[src/rtl/alu_pkg.sv]
// Shared constants and FSM encoding for the restoring divider slice.
package alu_pkg;

  localparam int DIV_WIDTH  = 8;
  localparam int ITER_CNT_W = 4;

  typedef enum logic [1:0] {
    IDLE = 2'b00,
    ITER = 2'b01,
    DONE = 2'b10
  } div_state_e;

endpackage

[src/rtl/restoring_divider_rca_subtractor.sv]
// 8-bit ripple-carry adder/subtractor: op=1 inverts y, so with c_in=1 it gives z = x - y
// and c_out=1 exactly when x >= y.
module RCA_SUBTRACTOR
  import alu_pkg::*;
(
  input  logic [DIV_WIDTH-1:0] x,
  input  logic [DIV_WIDTH-1:0] y,
  input  logic                 op,
  input  logic                 c_in,
  output logic [DIV_WIDTH-1:0] z,
  output logic                 c_out
);

  logic [DIV_WIDTH:0] carry;

  assign carry[0] = c_in;

  for (genvar i = 0; i < DIV_WIDTH; i++) begin : g_fa
    logic yEff;
    assign yEff         = y[i] ^ op;
    assign z[i]         = x[i] ^ yEff ^ carry[i];
    assign carry[i + 1] = (x[i] & yEff) | (carry[i] & (x[i] ^ yEff));
  end

  assign c_out = carry[DIV_WIDTH];

endmodule

[src/rtl/restoring_divider.sv]
// Multi-cycle unsigned restoring divider, one quotient bit per clock.
// Optional feature: define DIVIDER_ABORT_EN to add an abort input that cancels a running division.
module restoring_divider
  import alu_pkg::*;
#(
  parameter int WIDTH = DIV_WIDTH
) (
  input  logic             clk,
  input  logic             rst_n,
  input  logic             start,
  input  logic [WIDTH-1:0] dividend,
  input  logic [WIDTH-1:0] divisor,
`ifdef DIVIDER_ABORT_EN
  input  logic             abort,
`endif
  output logic             busy,
  output logic             done,
  output logic [WIDTH-1:0] quotient,
  output logic [WIDTH-1:0] remainder,
  output logic             div_by_zero
);

  if (WIDTH != 8) begin : g_bad_width
    $error("restoring_divider: WIDTH must be 8");
  end

  div_state_e            state_q, state_d;
  logic [WIDTH:0]        partRem_q, partRem_d;
  logic [WIDTH-1:0]      shiftQ_q, shiftQ_d;
  logic [WIDTH-1:0]      divisor_q, divisor_d;
  logic [ITER_CNT_W-1:0] cnt_q, cnt_d;
  logic [WIDTH-1:0]      quotient_q, quotient_d;
  logic [WIDTH-1:0]      remainder_q, remainder_d;
  logic                  divByZero_q, divByZero_d;

  logic [WIDTH:0]        trialS;
  logic [WIDTH-1:0]      diff;
  logic                  carryOut;
  logic                  trialOk;
  logic [WIDTH:0]        partRemNext;
  logic [WIDTH-1:0]      shiftQNext;
  logic                  unused_remMsb;

  // The MSB of P is architecturally part of the partial remainder but is always 0 after a restore.
  assign unused_remMsb = partRem_q[WIDTH];

  assign trialS = {partRem_q[WIDTH-1:0], shiftQ_q[WIDTH-1]};

  RCA_SUBTRACTOR u_sub (
    .x     (trialS[WIDTH-1:0]),
    .y     (divisor_q),
    .op    (1'b1),
    .c_in  (1'b1),
    .z     (diff),
    .c_out (carryOut)
  );

  // A set S[WIDTH] means S exceeds any 8-bit divisor even if the subtractor borrowed.
  assign trialOk     = trialS[WIDTH] | carryOut;
  assign partRemNext = trialOk ? {1'b0, diff} : trialS;
  assign shiftQNext  = {shiftQ_q[WIDTH-2:0], trialOk};

  always_comb begin
    state_d     = state_q;
    partRem_d   = partRem_q;
    shiftQ_d    = shiftQ_q;
    divisor_d   = divisor_q;
    cnt_d       = cnt_q;
    quotient_d  = quotient_q;
    remainder_d = remainder_q;
    divByZero_d = divByZero_q;
    unique case (state_q)
      IDLE: begin
        if (start) begin
          divisor_d = divisor;
          shiftQ_d  = dividend;
          partRem_d = '0;
          cnt_d     = '0;
          if (divisor == '0) begin
            state_d     = DONE;
            quotient_d  = '1;
            remainder_d = dividend;
            divByZero_d = 1'b1;
          end else begin
            state_d = ITER;
          end
        end
      end
      ITER: begin
`ifdef DIVIDER_ABORT_EN
        if (abort) begin
          state_d = IDLE;
        end else
`endif
        begin
          partRem_d = partRemNext;
          shiftQ_d  = shiftQNext;
          cnt_d     = cnt_q + 1'b1;
          if (cnt_q == ITER_CNT_W'(WIDTH - 1)) begin
            state_d     = DONE;
            quotient_d  = shiftQNext;
            remainder_d = partRemNext[WIDTH-1:0];
            divByZero_d = 1'b0;
          end
        end
      end
      DONE:    state_d = IDLE;
      default: state_d = IDLE;
    endcase
  end

  always_ff @(posedge clk or negedge rst_n) begin
    if (!rst_n) begin
      state_q     <= IDLE;
      partRem_q   <= '0;
      shiftQ_q    <= '0;
      divisor_q   <= '0;
      cnt_q       <= '0;
      quotient_q  <= '0;
      remainder_q <= '0;
      divByZero_q <= 1'b0;
    end else begin
      state_q     <= state_d;
      partRem_q   <= partRem_d;
      shiftQ_q    <= shiftQ_d;
      divisor_q   <= divisor_d;
      cnt_q       <= cnt_d;
      quotient_q  <= quotient_d;
      remainder_q <= remainder_d;
      divByZero_q <= divByZero_d;
    end
  end

  assign busy        = (state_q == ITER) || (state_q == DONE);
  assign done        = (state_q == DONE);
  assign quotient    = quotient_q;
  assign remainder   = remainder_q;
  assign div_by_zero = divByZero_q;

endmodule

[config.mk]
export PLATFORM = sky130hd
export DESIGN_NAME = restoring_divider
export DESIGN_NICKNAME = d
export VERILOG_FILES = /design/src/rtl/alu_pkg.sv /design/src/rtl/restoring_divider_rca_subtractor.sv /design/src/rtl/restoring_divider.sv
export SDC_FILE = /design/constraint.sdc
export NUM_CORES = 1
export LEC_CHECK = 0
export ABC_AREA = 0
export CELL_PAD_IN_SITES_DETAIL_PLACEMENT = 1
export CELL_PAD_IN_SITES_GLOBAL_PLACEMENT = 1
export CORE_ASPECT_RATIO = 1.2
export CORE_UTILIZATION = 42
export DETAILED_ROUTE_END_ITERATION = 6
export GPL_TIMING_DRIVEN = 1
export PLACE_DENSITY = 0.78
export SYNTH_ARGS = -nofsm -noshare
export SYNTH_HDL_FRONTEND = slang
export SYNTH_SLANG_ARGS = --single-unit
[constraint.sdc]
create_clock -name clk -period 6.1 [get_ports clk]
set_clock_uncertainty 0.2 [all_clocks]
set_input_delay 1.22 -clock clk [delete_from_list [all_inputs] [get_ports clk]]
set_output_delay 1.22 -clock clk [all_outputs]
set_load 0.03 [all_outputs]
Word level (Yosys, flattened, before mapping)
Cells that the tools add are included.
{ "classes": {"n_bitwise": 48, "add_sub_neg": 1, "muxes": 23, "reduce_logical": 8, "eq_ne": 6} }
{ "op_table": {"columns": ["cell", "n"], "rows": [
  ["$mux W8", 9],
  ["$pmux W8 S2", 4],
  ["$and A1 B1 Y1", 15],
  ["$xor A1 B1 Y1", 15],
  ["$not A1 Y1", 9],
  ["$or A1 B1 Y1", 9],
  ["$logic_not A8 Y1", 1],
  ["$pmux W4 S2", 1],
  ["$mux W2", 3],
  ["$ne A2 B2 Y1 const B", 3],
  ["$reduce_and A2 Y1", 3],
  ["$add A4 B1 Y4 const B", 1],
  ["$eq A4 B3 Y1 const B", 1],
  ["$mux W4", 1],
  ["$pmux W2 S2", 1],
  ["$reduce_and A4 Y1", 1],
  ["$mux W1", 3],
  ["$eq A2 B1 Y1 const B", 1],
  ["$eq A2 B2 Y1 const B", 1],
  ["$logic_not A2 Y1", 1],
  ["$pmux W1 S2", 1],
  ["$reduce_bool A2 Y1", 1],
  ["$logic_or A1 B1 Y1", 1]
]} }
{ "word_totals": {"register_bits": 47, "output_inout_bits": 19} }

Depth between registers and ports, before layout
Gate-level depths: netlist of run 1.
{ "logic_depth": {"depth_word": 21, "ltp_mapped": 14, "depth_no_buf": 13} }

Cells and area by module
A second synthesis of run 1 with hierarchy kept.
{ "hier_totals": {"cells_unflattened": 239, "area_unflattened_um2": 2533.7} }
{ "by_module_without_submodules": {"columns": ["mod", "seq_area_each_um2", "n_inst", "cells_per_inst", "area_each_um2"], "rows": [
  ["restoring_divider", 1176.1, 1, 206, 2232.1],
  ["RCA_SUBTRACTOR", 0.0, 1, 33, 301.5]
]} }

Worst setup path before layout of run 1
No wires, ideal clock.
{ "synth_path": {"path_type": "register -> register", "startpoint": "register shiftQ_q[7]", "endpoint": "register remainder_q[6] (netlist: remainder[6])", "stages_incl_launch_ff": 15, "path_slack_ns": 1.668, "synth_period_minus_slack_ns": 4.432, "setup_time_ns": 0.127, "t_arrival_ns": 4.105, "n_path_buf": 1, "required_time_ns": 5.773, "path_cell_list": "dfrtp_1 inv_1 ha_1 fa_1 fa_1 fa_1 fa_1 fa_1 fa_1 fa_1 nor2b_1 clkbuf_1 o211ai_1 o21ai_0 mux2_1"} }
{ "synth_between": {"elab_chain_len": 20, "elab_cells_between_ends": 22} }
{ "synth_rtl": {"columns": ["item", "line_no", "rtl"], "rows": [
  ["start: declaration", "restoring_divider.sv:29", "logic [WIDTH-1:0] shiftQ_q, shiftQ_d;"],
  ["start signal: assignment", "restoring_divider.sv:125", "shiftQ_q <= shiftQ_d;"],
  ["$and A1 B1 Y1 / $xor A1 B1 Y1 (equally long branches)", "restoring_divider_rca_subtractor.sv:22", "assign carry[i + 1] = (x[i] & yEff) | (carry[i] & (x[i] ^ yEff));"],
  ["$or A1 B1 Y1 *", "restoring_divider_rca_subtractor.sv:22", null],
  ["$and A1 B1 Y1 *", "restoring_divider_rca_subtractor.sv:22", null],
  ["$or A1 B1 Y1 *", "restoring_divider_rca_subtractor.sv:22", null],
  ["$and A1 B1 Y1 *", "restoring_divider_rca_subtractor.sv:22", null],
  ["$or A1 B1 Y1 *", "restoring_divider_rca_subtractor.sv:22", null],
  ["$and A1 B1 Y1 *", "restoring_divider_rca_subtractor.sv:22", null],
  ["$or A1 B1 Y1 *", "restoring_divider_rca_subtractor.sv:22", null],
  ["[... 4 more ...]", null, null],
  ["$and A1 B1 Y1", "restoring_divider_rca_subtractor.sv:22", null],
  ["$or A1 B1 Y1", "restoring_divider_rca_subtractor.sv:22", null],
  ["$and A1 B1 Y1", "restoring_divider_rca_subtractor.sv:22", null],
  ["$or A1 B1 Y1", "restoring_divider_rca_subtractor.sv:22", null],
  ["$or A1 B1 Y1", "restoring_divider.sv:59", "assign trialOk = trialS[WIDTH] | carryOut;"],
  ["$mux W8 *", "restoring_divider.sv:60", "assign partRemNext = trialOk ? {1'b0, diff} : trialS;"],
  ["$mux W8 *", "restoring_divider.sv:99", "if (cnt_q == ITER_CNT_W'(WIDTH - 1)) begin"],
  ["$pmux W8 S2 *", "restoring_divider.sv:72", "unique case (state_q)"],
  ["end signal: assignment", "restoring_divider.sv:129", "remainder_q <= remainder_d;"],
  ["end: declaration", "restoring_divider.sv:33", "logic [WIDTH-1:0] remainder_q, remainder_d;"]
]} }
Every way passes the cells marked *; elsewhere a longest branch is shown, timed or not. The select of a mux whose other input is x is not followed.
A chain may end at the register's enable or synchronous reset.

Worst setup path in the final report of run 1
{ "layout_path": {"startpoint": "register shiftQ_q[7]", "endpoint": "register remainder_q[5] (netlist: remainder[5])"} }
{ "layout_between": {"elab_chain_len": 20, "elab_cells_between_ends": 22} }
{ "layout_rtl": {"columns": ["item", "line_no"], "rows": [
  ["$and A1 B1 Y1 / $xor A1 B1 Y1 (equally long branches)", "restoring_divider_rca_subtractor.sv:22"],
  ["$or A1 B1 Y1 *", "restoring_divider_rca_subtractor.sv:22"],
  ["$and A1 B1 Y1 *", "restoring_divider_rca_subtractor.sv:22"],
  ["$or A1 B1 Y1 *", "restoring_divider_rca_subtractor.sv:22"],
  ["$and A1 B1 Y1 *", "restoring_divider_rca_subtractor.sv:22"],
  ["$or A1 B1 Y1 *", "restoring_divider_rca_subtractor.sv:22"],
  ["$and A1 B1 Y1 *", "restoring_divider_rca_subtractor.sv:22"],
  ["$or A1 B1 Y1 *", "restoring_divider_rca_subtractor.sv:22"],
  ["[... 4 more ...]", null],
  ["$and A1 B1 Y1", "restoring_divider_rca_subtractor.sv:22"],
  ["$or A1 B1 Y1", "restoring_divider_rca_subtractor.sv:22"],
  ["$and A1 B1 Y1", "restoring_divider_rca_subtractor.sv:22"],
  ["$or A1 B1 Y1", "restoring_divider_rca_subtractor.sv:22"],
  ["$or A1 B1 Y1", "restoring_divider.sv:59"],
  ["$mux W8 *", "restoring_divider.sv:60"],
  ["$mux W8 *", "restoring_divider.sv:99"],
  ["$pmux W8 S2 *", "restoring_divider.sv:72"]
]} }
Marked as above.

==> results of run 1 <==
[cells in the final DEF (no fill, tap or decap), types with 6 or more instances in the layout]
master                            instances
sky130_fd_sc_hd__clkbuf_8                 6
sky130_fd_sc_hd__o21ai_0                 26
sky130_fd_sc_hd__nor2_1                   6
sky130_fd_sc_hd__mux2i_1                 11
sky130_fd_sc_hd__clkdlybuf4s50_1         36
sky130_fd_sc_hd__inv_1                   15
sky130_fd_sc_hd__nand2_1                 29
sky130_fd_sc_hd__nand2b_1                 9
sky130_fd_sc_hd__dfrtp_1                 47
sky130_fd_sc_hd__o22a_1                   8
sky130_fd_sc_hd__mux2_2                  11
sky130_fd_sc_hd__fa_1                     7
[report_power, final]
| group | switching (mW) | internal (mW) |
|---|---|---|
| clock | 0.100 | 0.0890 |
| sequential | 0.101 | 0.451 |
| combinational | 0.459 | 0.363 |
| total | 0.660 | 0.903 |
[through the flow]
step	power, mW	hold WS [ns]	instance area, um2
2_1_floorplan	1.12	0.250	2420
3_3_place_gp	1.36	0.269	2830
3_5_place_dp	1.39	0.276	2830
4_1_cts	1.59	0.296	2920
5_1_grt	1.69	0.313	2920
6_report	1.56	0.287	2920
[layer usage]
metal	track usage [%]	vias up	part of all wire [%]
li1	-	830	-
met1	26.6	846	49
met2	30.0	34	47
met3	3.56	7	3.0
met4	6.00	0	1.5
met5	0	-	0
[final cells by class]
class	instances	area (um2)
well taps	62	77.6
multi-input cells	150	1140
repair buffers	39	380
clock inverters	1	5.00
fillers	603	2490
clock buffers	6	82.6
flip-flops and latches	47	1180
inverters	15	56.3
[worst max-delay path by stage]
stage,start,slack (ns),cells after the start,to
global route,shiftQ_q[7],1.31,13,remainder[5]
finish,shiftQ_q[7],1.52,13,remainder[5]
CTS,shiftQ_q[7],1.49,13,remainder[5]
global placement,shiftQ_q[7],1.61,13,remainder[6]
detailed placement,shiftQ_q[7],1.52,13,remainder[5]
floorplan,shiftQ_q[7],1.67,14,remainder[6]
[registers in the layout, indices dropped and copies added (netlist names)]
| register | cells |
|---|---|
| cnt_q | 4 |
| shiftQ_q | 8 |
| div_by_zero | 1 |
| remainder | 8 |
| state_q | 2 |
| divisor_q | 8 |
| partRem_q | 8 |
| quotient | 8 |
[critical path: cells and delay by family, from the launching register on]
family          cells  cell delay (ns)
buf+inv             1             0.06
flops               1             0.37
compound gates      2             0.34
simple gates        1             0.26
fa+ha+maj           8             2.95
mux                 1             0.27
[logic make-up (layout without fill, tap and decap cells)]
kind of cell	after synthesis	count (layout)
muxes	27	27
buffers and inverters	26	61
adders and majority gates	12	12
AOI/OAI and AO/OA	55	55
DFF	47	47
and+or+nand+nor	56	56
==> run summary, run 1 <==
## Status
• **status** finished with violations
• **violated checks** DRC

## Synth
• **fraction of the yosys area taken by sequential cells** 48.5%
• **net count after synthesis** 254
• **Synth area leader** sky130_fd_sc_hd__dfrtp_1
• **Post-synth EDFFs** 0
• **library cell with the highest instance count after synthesis** sky130_fd_sc_hd__dfrtp_1
• **share of the synthesized netlist area taken by xor and xnor gates** 0%
• **arithmetic-cell share of the synthesized area counting full adders, half adders and majority gates** 8.36%
• **share of cell area taken by muxes after synthesis** 11.9%
• **portion of synthesized cell area occupied by the leading cell type** 48.5%
• **Synth Area in Simple Gates** 11.9%
• **most common library cells after synthesis** sky130_fd_sc_hd__dfrtp_1 (47), sky130_fd_sc_hd__nand2_1 (29), sky130_fd_sc_hd__o21ai_0 (26)
• **fraction of synthesis flops using an asynchronous set or reset pin** 100%
• **Cell Area, Synth** 2420 um2
• **largest cells by area after synthesis** sky130_fd_sc_hd__dfrtp_1 (49%), sky130_fd_sc_hd__fa_1 (5.8%), sky130_fd_sc_hd__o21ai_0 (5.4%)
• **gate count after technology mapping** 223
• **Mean Syn Cell Area** 10.9 um2
• **commonest register cell after synthesis** sky130_fd_sc_hd__dfrtp_1
• **Compound-Gate Fraction of Synth Area** 14.8%
• **count of different cell masters after synthesis** 33
• **Yosys warnings** 0
• **main combinational cell family by area after synthesis** compound AO/OA/AOI/OAI gates
• **number of flip-flops and latches in the synthesized netlist** 47

## STA
• **number of hold violations in the final report** 0
• **worst setup slack after layout** 1.52 ns
• **Final Slew Violations** 0
• **RSZ-0062 raised after global routing** false
• **final cycle utilization of the critical path** 75.0%
• **Max Clock Freq** 0.218 GHz
• **Total Negative Setup Slacks** 0 ns
• **clock period minus final worst setup slack** 4.58 ns
• **relative max-transition margin** 28.6%
• **count of endpoints failing setup in the final report** 0
• **actual transition at the worst max-transition pin** 1.07 ns

## Final layout
• **fraction of final layout cells sized beyond drive strength 1** 12.0%
• **fin util** 54.0%
• **antenna diode instance count** 0
• **final net count** 289
• **final std cells w/o fill** 320
• **area growth from synthesis to layout** 20.5%

## Setup path
• **Critical Path AT** 4.56 ns
• **slowest cell delay on critical path** 0.43 ns
• **Worst R2R Setup Slack** 1.52 ns
• **required time of the critical path** 6.09 ns
• **Worst Path Class, Setup** reg -> reg
• **Worst setup EP type** flip-flop
• **startpoint kind of the worst setup timing path** flip-flop
• **slowest cell on the critical path** sky130_fd_sc_hd__fa_1
• **R2R Path Start** shiftQ_q[7]
• **critical path fanouts, max** 9
• **cell-by-cell trace of the critical path** inv_1 -> ha_1 -> fa_1 -> fa_1 -> fa_1 -> fa_1 -> fa_1 -> fa_1 -> fa_1 -> nor2b_1 -> o211ai_1 -> o21ai_0 -> mux2_2
• **cell count of the worst reg-to-reg path** 13
• **destination of the worst register-to-register timing path** remainder[5]
• **cell type with the highest occurrence count on the critical path** sky130_fd_sc_hd__fa_1

## Clock tree
• **H-tree lvl count** 2
• **clock tree from TritonCTS** built
• **number of buffers created by CTS** 5
• **post-cts resize count** 0
• **clock latency reported for the late side of the worst-skew pair** 0.30 ns
• **post-CTS repair timing setup buffer count** 0
• **CTS root buf** sky130_fd_sc_hd__clkbuf_8
• **count of hold-fix buffers inserted at cts** 0
• **clock edge transition at the registers on the reported setup and hold paths** 0.08 ns
• **number of buffers on the longest clock path** 2
• **count of clock tree sinks** 47

## Worst hold path
• **number of cells on the worst hold path** 1
• **terminating pin of the worst hold path** quotient[1]
• **Hold WC Path Type** reg -> reg
• **start point of the worst min-delay path** quotient[1]

## Placed design
• **Placed Cells incl. Taps** 313
• **last weighted congestion value of the routability-driven placer** 0.789
• **buffers added on ports** 37
• **Setup WS pre-CTS** 1.52 ns
• **detailed placement HPWL** 3.60 mm

## Global route
• **first-pass GRT wire length** 8.98 mm
• **total global routing track utilization** 19.0%
• **antenna violations before repair** 0
• **pin count of the biggest net entering global routing** 48
• **Overflow after GRT** 0
• **via count of the first global-routing pass** 1789

## Floorplanning
• **row count** 29
• **die extent in x** 71.3 um
• **die height** 85.2 um
• **count of boundary I/O pins** 38
• **die area** 6080 um2
• **area of the core** 5410 um2
• **initial core utilization** 44.8%

## Detailed routing
• **Iteration-0 DRC Markers** 111
• **DR pass1 iterations** 6
• **total vias in the final route** 1717
• **post-route antenna net violation count** 0
• **drc violations** 3
• **final WL** 5.01 mm
• **routed wirelength normalized by instance count** 15.7 um
• **vias per inst** 5.37

## Pwr
• **reported leakage power** 1.21 nW
• **PD cells** 535 nW/um2
• **worst-case vdd ir drop** 0.000232 V

## Run
• **max cap viols** 0

(Power assumes the default switching activity.)
==> run 2: changes to the inputs <==
--- a/config.mk
+++ b/config.mk
@@ -9,10 +9,10 @@
 export CELL_PAD_IN_SITES_DETAIL_PLACEMENT = 1
 export CELL_PAD_IN_SITES_GLOBAL_PLACEMENT = 1
 export CORE_ASPECT_RATIO = 1.2
-export CORE_UTILIZATION = 42
+export CORE_UTILIZATION = 38
 export DETAILED_ROUTE_END_ITERATION = 6
 export GPL_TIMING_DRIVEN = 1
-export PLACE_DENSITY = 0.78
+export PLACE_DENSITY = 0.75
 export SYNTH_ARGS = -nofsm -noshare
 export SYNTH_HDL_FRONTEND = slang
 export SYNTH_SLANG_ARGS = --single-unit
==> constraint.sdc (replaced) <==
create_clock -name clk -period 4 [get_ports clk]
set_clock_uncertainty 0.2 [all_clocks]
set_input_delay 0.8 -clock clk [delete_from_list [all_inputs] [get_ports clk]]
set_output_delay 0.8 -clock clk [all_outputs]
set_load 0.03 [all_outputs]
==> run 2 against run 1 <==
The run ends with setup timing left. Combinational power increased by 82%. Fmax up 11%. Total power is 74% higher. Sequential cell count stayed put. Routed wire length grew 9.1%. Design area rose by 9.0%. Utilization shrank 1.8 points. Global-route usage is 0.41 points lower. Critical endpoint is now remainder[0]. Largest cell class is now multi-input gates.
==> run summary, run 2 (synthesized netlist as in run 1, its figures left out) <==
## Pwr
• **worst-case vdd ir drop** 0.000387 V, was 0.000232 V
• **reported leakage power** 1.32 nW, was 1.21 nW
• **PD cells** 853 nW/um2, was 535 nW/um2
• **total chip power** 2.71 mW, was 1.56 mW

## STA
• **RSZ-0062 raised after global routing** true, was false
• **Final Slew Violations** 0, unchanged
• **Total Negative Setup Slacks** -0.899 ns, was 0 ns
• **number of hold violations in the final report** 0, unchanged
• **actual transition at the worst max-transition pin** 1.07 ns, about the same
• **relative max-transition margin** 28.9%, was 28.6%
• **count of endpoints failing setup in the final report** 14, was 0
• **clock period minus final worst setup slack** 4.13 ns, was 4.58 ns
• **Max Clock Freq** 0.242 GHz, was 0.218 GHz
• **final cycle utilization of the critical path** 103%, was 75.0%
• **worst setup slack after layout** -0.131 ns, was 1.52 ns

## Setup path
• **cell count of the worst reg-to-reg path** 13, unchanged
• **R2R Path Start** divisor_q[0], was shiftQ_q[7]
• **cell-by-cell trace of the critical path** ha_4 -> fa_2 -> fa_2 -> fa_2 -> fa_2 -> fa_2 -> fa_2 -> fa_2 -> nor2b_4 -> buf_6 -> mux2i_4 -> mux2i_1 -> o31ai_1, was inv_1 -> ha_1 -> fa_1 -> fa_1 -> fa_1 -> fa_1 -> fa_1 -> fa_1 -> fa_1 -> nor2b_1 -> o211ai_1 -> o21ai_0 -> mux2_2
• **capturing element of the worst setup path** remainder[0], was remainder[5]
• **slowest cell on the critical path** sky130_fd_sc_hd__dfrtp_1, was sky130_fd_sc_hd__fa_1
• **buffering stage count on the worst path with inverters included** 1, unchanged
• **Worst R2R Setup Slack** -0.13 ns, was 1.52 ns
• **startpoint kind of the worst setup timing path** flip-flop, unchanged
• **Critical Path Source** divisor_q[0], was shiftQ_q[7]
• **Critical Path AT** 4.14 ns, was 4.56 ns
• **Worst setup EP type** flip-flop, unchanged
• **critical path fanouts, max** 5, was 9
• **Crit path depth** 13, unchanged
• **required time of the critical path** 4.01 ns, was 6.09 ns
• **destination of the worst register-to-register timing path** remainder[0], was remainder[5]
• **kind of cell with the highest combined delay on the critical path** adder cells, unchanged
• **slowest cell delay on critical path** 0.42 ns, was 0.43 ns
• **cell type with the highest occurrence count on the critical path** sky130_fd_sc_hd__fa_2, was sky130_fd_sc_hd__fa_1
• **Worst Path Class, Setup** reg -> reg, unchanged

## Final layout
• **area growth from synthesis to layout** 31.3%, was 20.5%
• **final std cell area, no fill** 3180 um2, was 2920 um2
• **antenna diode instance count** 0, unchanged
• **fraction of final layout cells sized beyond drive strength 1** 24.7%, was 12.0%
• **final net count** 297, was 289
• **top library cells by usage in the layout, fill and taps aside** sky130_fd_sc_hd__dfrtp_1 (47), sky130_fd_sc_hd__clkdlybuf4s50_1 (36), sky130_fd_sc_hd__nand2_1 (28), was sky130_fd_sc_hd__dfrtp_1 (47), sky130_fd_sc_hd__clkdlybuf4s50_1 (36), sky130_fd_sc_hd__nand2_1 (29)
• **fin util** 52.2%, was 54.0%
• **most frequent standard cell in the layout excluding fill and tap cells** sky130_fd_sc_hd__dfrtp_1, unchanged

## Global route
• **pin count of the biggest net entering global routing** 48, unchanged
• **Overflow after GRT** 0, unchanged
• **antenna violations before repair** 0, unchanged
• **total global routing track utilization** 18.6%, was 19.0%
• **first-pass GRT wire length** 9.30 mm, was 8.98 mm
• **via count of the first global-routing pass** 1833, was 1789

## Placed design
• **cell area after placement** 2920 um2, was 2830 um2
• **Setup WS pre-CTS** -0.198 ns, was 1.52 ns
• **detailed placement HPWL** 3.76 mm, was 3.60 mm
• **last weighted congestion value of the routability-driven placer** 0.764, was 0.789
• **buffers added on ports** 37, unchanged

## Floorplanning
• **die extent in x** 74.9 um, was 71.3 um
• **die height** 89.5 um, was 85.2 um
• **initial core utilization** 39.8%, was 44.8%
• **area of the core** 6090 um2, was 5410 um2
• **count of boundary I/O pins** 38, unchanged
• **row count** 31, was 29
• **die area** 6700 um2, was 6080 um2

## Worst hold path
• **Hold WC Path Type** reg -> reg, unchanged

## Clock tree
• **clock edge transition at the registers on the reported setup and hold paths** 0.09 ns, was 0.08 ns
• **number of buffers created by CTS** 5, unchanged
• **number of buffers on the longest clock path** 2, unchanged
• **count of clock tree sinks** 47, unchanged
• **clock tree from TritonCTS** built, unchanged
• **CTS root buf** sky130_fd_sc_hd__clkbuf_8, unchanged
• **clock latency reported for the late side of the worst-skew pair** 0.31 ns, was 0.30 ns
• **count of hold-fix buffers inserted at cts** 0, unchanged
• **H-tree lvl count** 2, unchanged

## Run
• **max cap viols** 0, unchanged

## Detailed routing
• **total vias in the final route** 1754, was 1717
• **vias per inst** 5.03, was 5.37
• **Iteration-0 DRC Markers** 68, was 111
• **DR pass1 iterations** 4, was 6
• **post-route antenna net violation count** 0, unchanged
• **routed wirelength normalized by instance count** 15.7 um, about the same
• **final WL** 5.46 mm, was 5.01 mm
• **drc violations** 0, was 3

## Status
• **violated checks** setup timing, was DRC
• **status** finished with violations, unchanged

==> run 2: report_power, final <==
group          leakage, nW  internal [mW]  total [mW]  switching, mW
clock network       0.0612          0.202       0.369          0.167
registers            0.578          0.687       0.846          0.159
logic                0.683          0.719        1.50          0.780
==> run 2: routing by layer <==
layer	global-route usage, %	wire length, um	up-vias
li1	-	-	852
met1	25.3	2590	865
met2	30.0	2650	32
met3	3.72	151	5
met4	5.66	72	0
met5	0	0	-
==> run 2: repair_timing <==
item / 4_1_cts / 5_1_grt
cloned: 0 / 0
buffers inserted: 1 / 1
pin swaps: 4 / 2
gates resized for setup: 24 / 11
endpoints found under the setup margin: 16 / 18
==> run 2: worst min-delay path by stage <==
stage | depth (start not counted) | to | start
after global routing | 1 | remainder[6] | remainder[6]
after global placement | 1 | quotient[4] | quotient[4]
final | 1 | quotient[6] | quotient[6]
after CTS | 1 | remainder[6] | remainder[6]
after detailed placement | 1 | remainder[6] | remainder[6]
after floorplan | 2 | shiftQ_q[7] | shiftQ_q[7]
==> run 2: layout make-up <==
type / count / area, um2
multi-input combinational: 150 / 1280
sequential: 47 / 1180
timing repair buffer: 47 / 448
inverter: 15 / 56.3
fill: 676 / 2910
clock inverter: 2 / 35.0
clock buffer: 6 / 82.6
tap: 82 / 103
==> run 2: worst reg2reg max path: stages, from the launching register on <==
cell and delay, ns:
sky130_fd_sc_hd__dfrtp_1 0.42, sky130_fd_sc_hd__ha_4 0.17, sky130_fd_sc_hd__fa_2 0.34, sky130_fd_sc_hd__fa_2 0.35, sky130_fd_sc_hd__fa_2 0.35, sky130_fd_sc_hd__fa_2 0.35
sky130_fd_sc_hd__fa_2 0.34, sky130_fd_sc_hd__fa_2 0.35, sky130_fd_sc_hd__fa_2 0.37, sky130_fd_sc_hd__nor2b_4 0.16, sky130_fd_sc_hd__buf_6 0.14, sky130_fd_sc_hd__mux2i_4 0.16
sky130_fd_sc_hd__mux2i_1 0.09, sky130_fd_sc_hd__o31ai_1 0.24
==> run 2: through the flow <==
stage / std cells / hold slack [ns]
after floorplan: 223 / 0.250
final: 349 / 0.289
after detailed placement: 339 / 0.274
after CTS: 348 / 0.294
after global placement: 339 / 0.269
after global routing: 349 / 0.306
==> run 3: changes to the inputs <==
--- a/config.mk
+++ b/config.mk
@@ -10,6 +10,7 @@
 export CELL_PAD_IN_SITES_GLOBAL_PLACEMENT = 1
 export CORE_ASPECT_RATIO = 1.2
 export CORE_UTILIZATION = 38
+export CTS_CLUSTER_SIZE = 28
 export DETAILED_ROUTE_END_ITERATION = 6
 export GPL_TIMING_DRIVEN = 1
 export PLACE_DENSITY = 0.75
==> results of run 3 <==
Same layout as run 2: the final DEF is identical, and so are final timing and power.
==> RTL edit 1: new RTL, settings of run 3 <==
Build with the macro `DIVIDER_ABORT_EN` defined.
--- a/src/rtl/restoring_divider.sv
+++ b/src/rtl/restoring_divider.sv
@@ -1,5 +1,7 @@
 // Multi-cycle unsigned restoring divider, one quotient bit per clock.
 // Optional feature: define DIVIDER_ABORT_EN to add an abort input that cancels a running division.
+`define DIVIDER_ABORT_EN
+
 module restoring_divider
   import alu_pkg::*;
 #(
Interface: changed (added abort); port bits go from 38 to 39. No check against the original RTL was run, so the function may have changed too.
==> RTL edit 1 against run 3 <==
The flow still finishes with violations (setup timing); die area increased by 3.6%; non-clock buffer count increased by 2; setup slack got worse by 0.043 ns; cell count increased by 1.1%; sequential share of layout area decreased by 0.26 points; clock power decreased by 27%; total power decreased by 7.6%; critical path type unchanged; sequential cell count unchanged; routed wire length increased by 8.7%; largest cell class unchanged; design area increased by 0.71%; area after synthesis increased by 3.7%.
==> RTL edit 1: results (changes against run 3) <==
[metrics] status: complete, but fails checks
[metrics] violated checks: setup timing
[metrics] instance count after placement with tap cells included: 343 (+1.2%)
[metrics] via count of the first global-routing pass: 1992 (+8.7%)
[metrics] proportion of synthesized chip area in sequential cells: 46.8% (-1.7 points)
[metrics] final-layout fill cell count: 686 (+1.5%)
[metrics] data arrival time of the critical path: 4.17 ns (+0.03 ns)
[metrics] port bufs: 38 (+2.7%)
[metrics] setup slack of the critical path after layout: -0.174 ns (-0.0427 ns)
[metrics] Routed wire per std cell: 16.8 um (+7.5%)
[metrics] global-route track usage on met3: 4.02% (+0.30 points)
[metrics] wire length of the first global-routing pass: 10.2 mm (+9.8%)
[metrics] most area-consuming cells after synthesis: sky130_fd_sc_hd__dfrtp_1 47%, sky130_fd_sc_hd__mux2_2 6.3%, sky130_fd_sc_hd__fa_1 5.6%, sky130_fd_sc_hd__mux2i_1 4.8%, sky130_fd_sc_hd__mux2_4 4.8%
[metrics] Peak VDD IR: 0.000293 V (-24%)
[metrics] Critical Path Start: shiftQ_q[7]$_DFFE_PN0P_
[metrics] Post-Synth XOR/XNOR Area: 0.348% (+0.35 points)
[metrics] # setup viols final: 13 (-1)
[metrics] maximum number of pins on one net before global-route repair: 41 (-15%)
[metrics] class of the tightest hold or removal check: input pin to async pin
[metrics] P_clk: 0.271 mW (-27%)
[metrics] portion of netlist area occupied by mux cells: 18.1% (+6.1 points)
[metrics] top cell types by occurrence after synthesis: 47 x sky130_fd_sc_hd__dfrtp_1, 20 x sky130_fd_sc_hd__o21ai_0, 19 x sky130_fd_sc_hd__nand2_1, 16 x sky130_fd_sc_hd__nand2b_1, 14 x sky130_fd_sc_hd__mux2_2
[metrics] Leak Pwr: 1.32 nW (about the same)
[metrics] worst rel slew slack: 28.7% (-0.19 points)
[metrics] worst reg2reg endpoint: remainder[5]$_DFFE_PN0P_
[metrics] synthesized net count: 255 (+0.39%)
-- RTL edit 1: changes by cell type in the layout (fill, tap and decap cells not counted), moves of 7 or more --
cell                       change
sky130_fd_sc_hd__nand2b_1     +12
sky130_fd_sc_hd__o22a_1        -8
sky130_fd_sc_hd__nand2_1      -13
sky130_fd_sc_hd__mux2_4        +7
-- RTL edit 1: area by class of cell --
type	count	area share [%]
Clock buffer	6	2.26
Inverter	13	1.52
Multi-Input combinational cell	153	41.3
Sequential cell	47	36.7
Tap cell	85	3.32
Timing Repair Buffer	49	14.9
-- RTL edit 1: worst max-delay path, cell delays in order (launching register included) --
cell	delay, ns
sky130_fd_sc_hd__dfrtp_1	0.38
sky130_fd_sc_hd__inv_2	0.06
sky130_fd_sc_hd__ha_4	0.15
sky130_fd_sc_hd__fa_2	0.34
sky130_fd_sc_hd__fa_2	0.35
sky130_fd_sc_hd__fa_2	0.36
sky130_fd_sc_hd__fa_2	0.35
sky130_fd_sc_hd__fa_2	0.35
sky130_fd_sc_hd__fa_2	0.35
sky130_fd_sc_hd__fa_2	0.40
sky130_fd_sc_hd__nand2b_4	0.13
sky130_fd_sc_hd__mux2i_1	0.12
sky130_fd_sc_hd__mux2_4	0.27
sky130_fd_sc_hd__mux2_4	0.26
-- RTL edit 1: stage by stage --
stage	util [%]	instance area [um^2]	hold slack, ns
floorplan	-	2560	0.250
global placement	47.1	3020	0.269
detailed placement	47.1	3020	0.292
CTS	49.3	3160	0.318
global route	50.0	3200	0.336
finish	50.0	3200	0.310
-- RTL edit 1: what timing repair did --
| action | in CTS | in global routing |
|---|---|---|
| gates resized for setup | 13 | 16 |
| buffers inserted | 2 | 3 |
| endpoints found under the setup margin | 16 | 17 |
| pin swaps | 0 | 3 |
==> RTL edit 2: new RTL, flow settings as in run 3 <==
Without the edit above. The 3 states of `div_state_e` get a one-hot encoding in 3 bits.
--- a/src/rtl/alu_pkg.sv
+++ b/src/rtl/alu_pkg.sv
@@ -4,10 +4,10 @@
   localparam int DIV_WIDTH  = 8;
   localparam int ITER_CNT_W = 4;
 
-  typedef enum logic [1:0] {
-    IDLE = 2'b00,
-    ITER = 2'b01,
-    DONE = 2'b10
+  typedef enum logic [2:0] {
+    IDLE = 3'b001,
+    ITER = 3'b010,
+    DONE = 3'b100
   } div_state_e;
 
 endpackage
Formal check against the unedited RTL: no difference found for any inputs over 10 cycles, from zero or initial values and one cycle with rst_n low; not proved beyond that.
==> RTL edit 2 against run 3 <==
The flow still finishes with violations (setup timing); non-clock buffer count increased by 3; total power fell by 23%; first-iteration DRC count up 22%; setup slack better by 0.044 ns; area after synthesis is 4.1% lower; routed wire length is 0.42% lower; design area is 6.0% lower; sequential cell count rose by 1; combinational power shrank 33%; worst hold slack better by 0.0039 ns; critical path type unchanged; largest power group unchanged.
==> RTL edit 2: results (changes against run 3) <==
[metrics] status: complete, but fails checks
[metrics] violated checks: setup timing
[metrics] synthesized net count: 221 (-13%)
[metrics] post-route insts no fill: 321 (-8.0%)
[metrics] via count of the first global-routing pass: 1718 (-6.3%)
[metrics] Final HPWL DP: 3.84 mm (+1.9%)
[metrics] power drawn by the combinational cells: 1.00 mW (-33%)
[metrics] post-synthesis adder-cell area fraction: 7.10% (-1.3 points)
[metrics] instance count after placement with tap cells included: 308 (-9.1%)
[metrics] Pint: 1.28 mW (-20%)
[metrics] part of the total power dissipated in the clock network: 14.3% (+0.7 points)
[metrics] Mapped Avg Cell Area: 12.0 um^2 (+11%)
[metrics] met2 WL post-DR: 2.88 mm (+8.7%)
[metrics] Inserted Clock Buffers: 5 (unchanged)
[metrics] Peak VDD IR: 0.000323 V (-16%)
[metrics] final RePlAce weighted congestion: 0.788 (+3.2%)
[metrics] Final #Nets: 268 (-9.8%)
[metrics] setup slack of the critical path after layout: -0.0874 ns (+0.0441 ns)
[metrics] maximum number of pins on one net before global-route repair: 49 (+2.1%)
[metrics] fraction of layout instances using a drive strength above 1: 23.2% (-1.5 points)
[metrics] most area-consuming cells after synthesis: sky130_fd_sc_hd__dfrtp_1 51%, sky130_fd_sc_hd__mux2i_1 6.5%, sky130_fd_sc_hd__fa_1 6.0%, sky130_fd_sc_hd__mux2_2 3.9%, sky130_fd_sc_hd__a211oi_2 3.2%
[metrics] switching power total: 0.818 mW (-26%)
[metrics] met3 wire length: 124 um (-18%)
[metrics] detailed-route vias per instance: 5.08 (+1.2%)
[metrics] total negative setup slack: -0.508 ns (+0.391 ns)
[metrics] clock insertion delay at the later pin of the skew report: 0.30 ns
[metrics] Total Wirelength: 5.44 mm (-0.42%)
[metrics] clock-pin transition on the worst setup and hold timing paths: 0.08 ns
[metrics] final-layout fill cell count: 640 (-5.3%)
[metrics] number of violations reported at the end of detailed-routing iteration 0: 83 (+22%)
[metrics] area fraction in compound gates after synthesis: 15.7% (+0.90 points)
[metrics] portion of netlist area occupied by mux cells: 10.3% (-1.6 points)
[metrics] wire length of the first global-routing pass: 9.22 mm (-0.89%)
[metrics] # setup viols final: 10 (-4)
[metrics] Leak Pwr: 1.26 nW (-4.5%)
[metrics] data arrival time of the critical path: 4.11 ns (-0.03 ns)
[metrics] maximum net fanout on the critical path: 4 (-1)
[metrics] total cell area at the placement stage: 2790 um^2 (-4.7%)
[metrics] proportion of synthesized chip area in sequential cells: 51.7% (+3.2 points)
[metrics] Place WS: -0.290 ns (-0.0919 ns)
[metrics] global-route usage over all layers: 19.4% (+0.81 points)
[metrics] top cell types by occurrence after synthesis: 47 x sky130_fd_sc_hd__dfrtp_1, 16 x sky130_fd_sc_hd__inv_1, 15 x sky130_fd_sc_hd__mux2i_1, 12 x sky130_fd_sc_hd__nand2_1
## RTL edit 2: cell count changes in the layout (fill, tap and decap cells not counted), moves of 6 or more
cell	before	now
sky130_fd_sc_hd__a21oi_1	3	9
sky130_fd_sc_hd__nor3b_1	1	8
sky130_fd_sc_hd__a211oi_2	0	7
sky130_fd_sc_hd__o21ai_0	17	6
sky130_fd_sc_hd__nand2_1	28	11
sky130_fd_sc_hd__a21o_1	1	8
sky130_fd_sc_hd__o21ai_2	6	0
## RTL edit 2: path summary, 6_finish.rpt
check	start	to	slack [ns]
hold reg to reg	quotient[5]$_DFFE_PN0P_	quotient[5]$_DFFE_PN0P_	0.29
min in group asynchronous	rst_n	cnt_q[0]$_DFFE_PN0P_	0.48
setup reg to reg	divisor_q[0]$_DFFE_PN0P_	remainder[1]$_DFFE_PN0P_	-0.09
hold / removal	quotient[5]$_DFFE_PN0P_	quotient[5]$_DFFE_PN0P_	0.29
max in group asynchronous	rst_n	remainder[7]$_DFFE_PN0P_	2.45
setup / recovery	divisor_q[0]$_DFFE_PN0P_	remainder[1]$_DFFE_PN0P_	-0.09
## RTL edit 2: layer usage
layer / vias up / global-route usage, %
li1: 768 / -
met1: 830 / 25.0
met2: 29 / 33.2
met3: 5 / 3.91
met4: 0 / 5.59
met5: - / 0
## RTL edit 2: cell type report
type                    instances  area [um^2]  share of cell area, %
flip-flops and latches         48         1200                   40.2
multi-input cells             119         1060                   35.3
repair buffers                 50          479                   16.0
well taps                      80          100                   3.35
clock buffers                   6         82.6                   2.76
inverters                      16         60.1                   2.01
clock inverters                 2         10.0                  0.335
## RTL edit 2: timing repair
item | CTS | global route
setup buffers | 5 | 1
pin swaps | 7 | 3
gates resized for setup | 12 | 7
endpoints found under the setup margin | 18 | 17
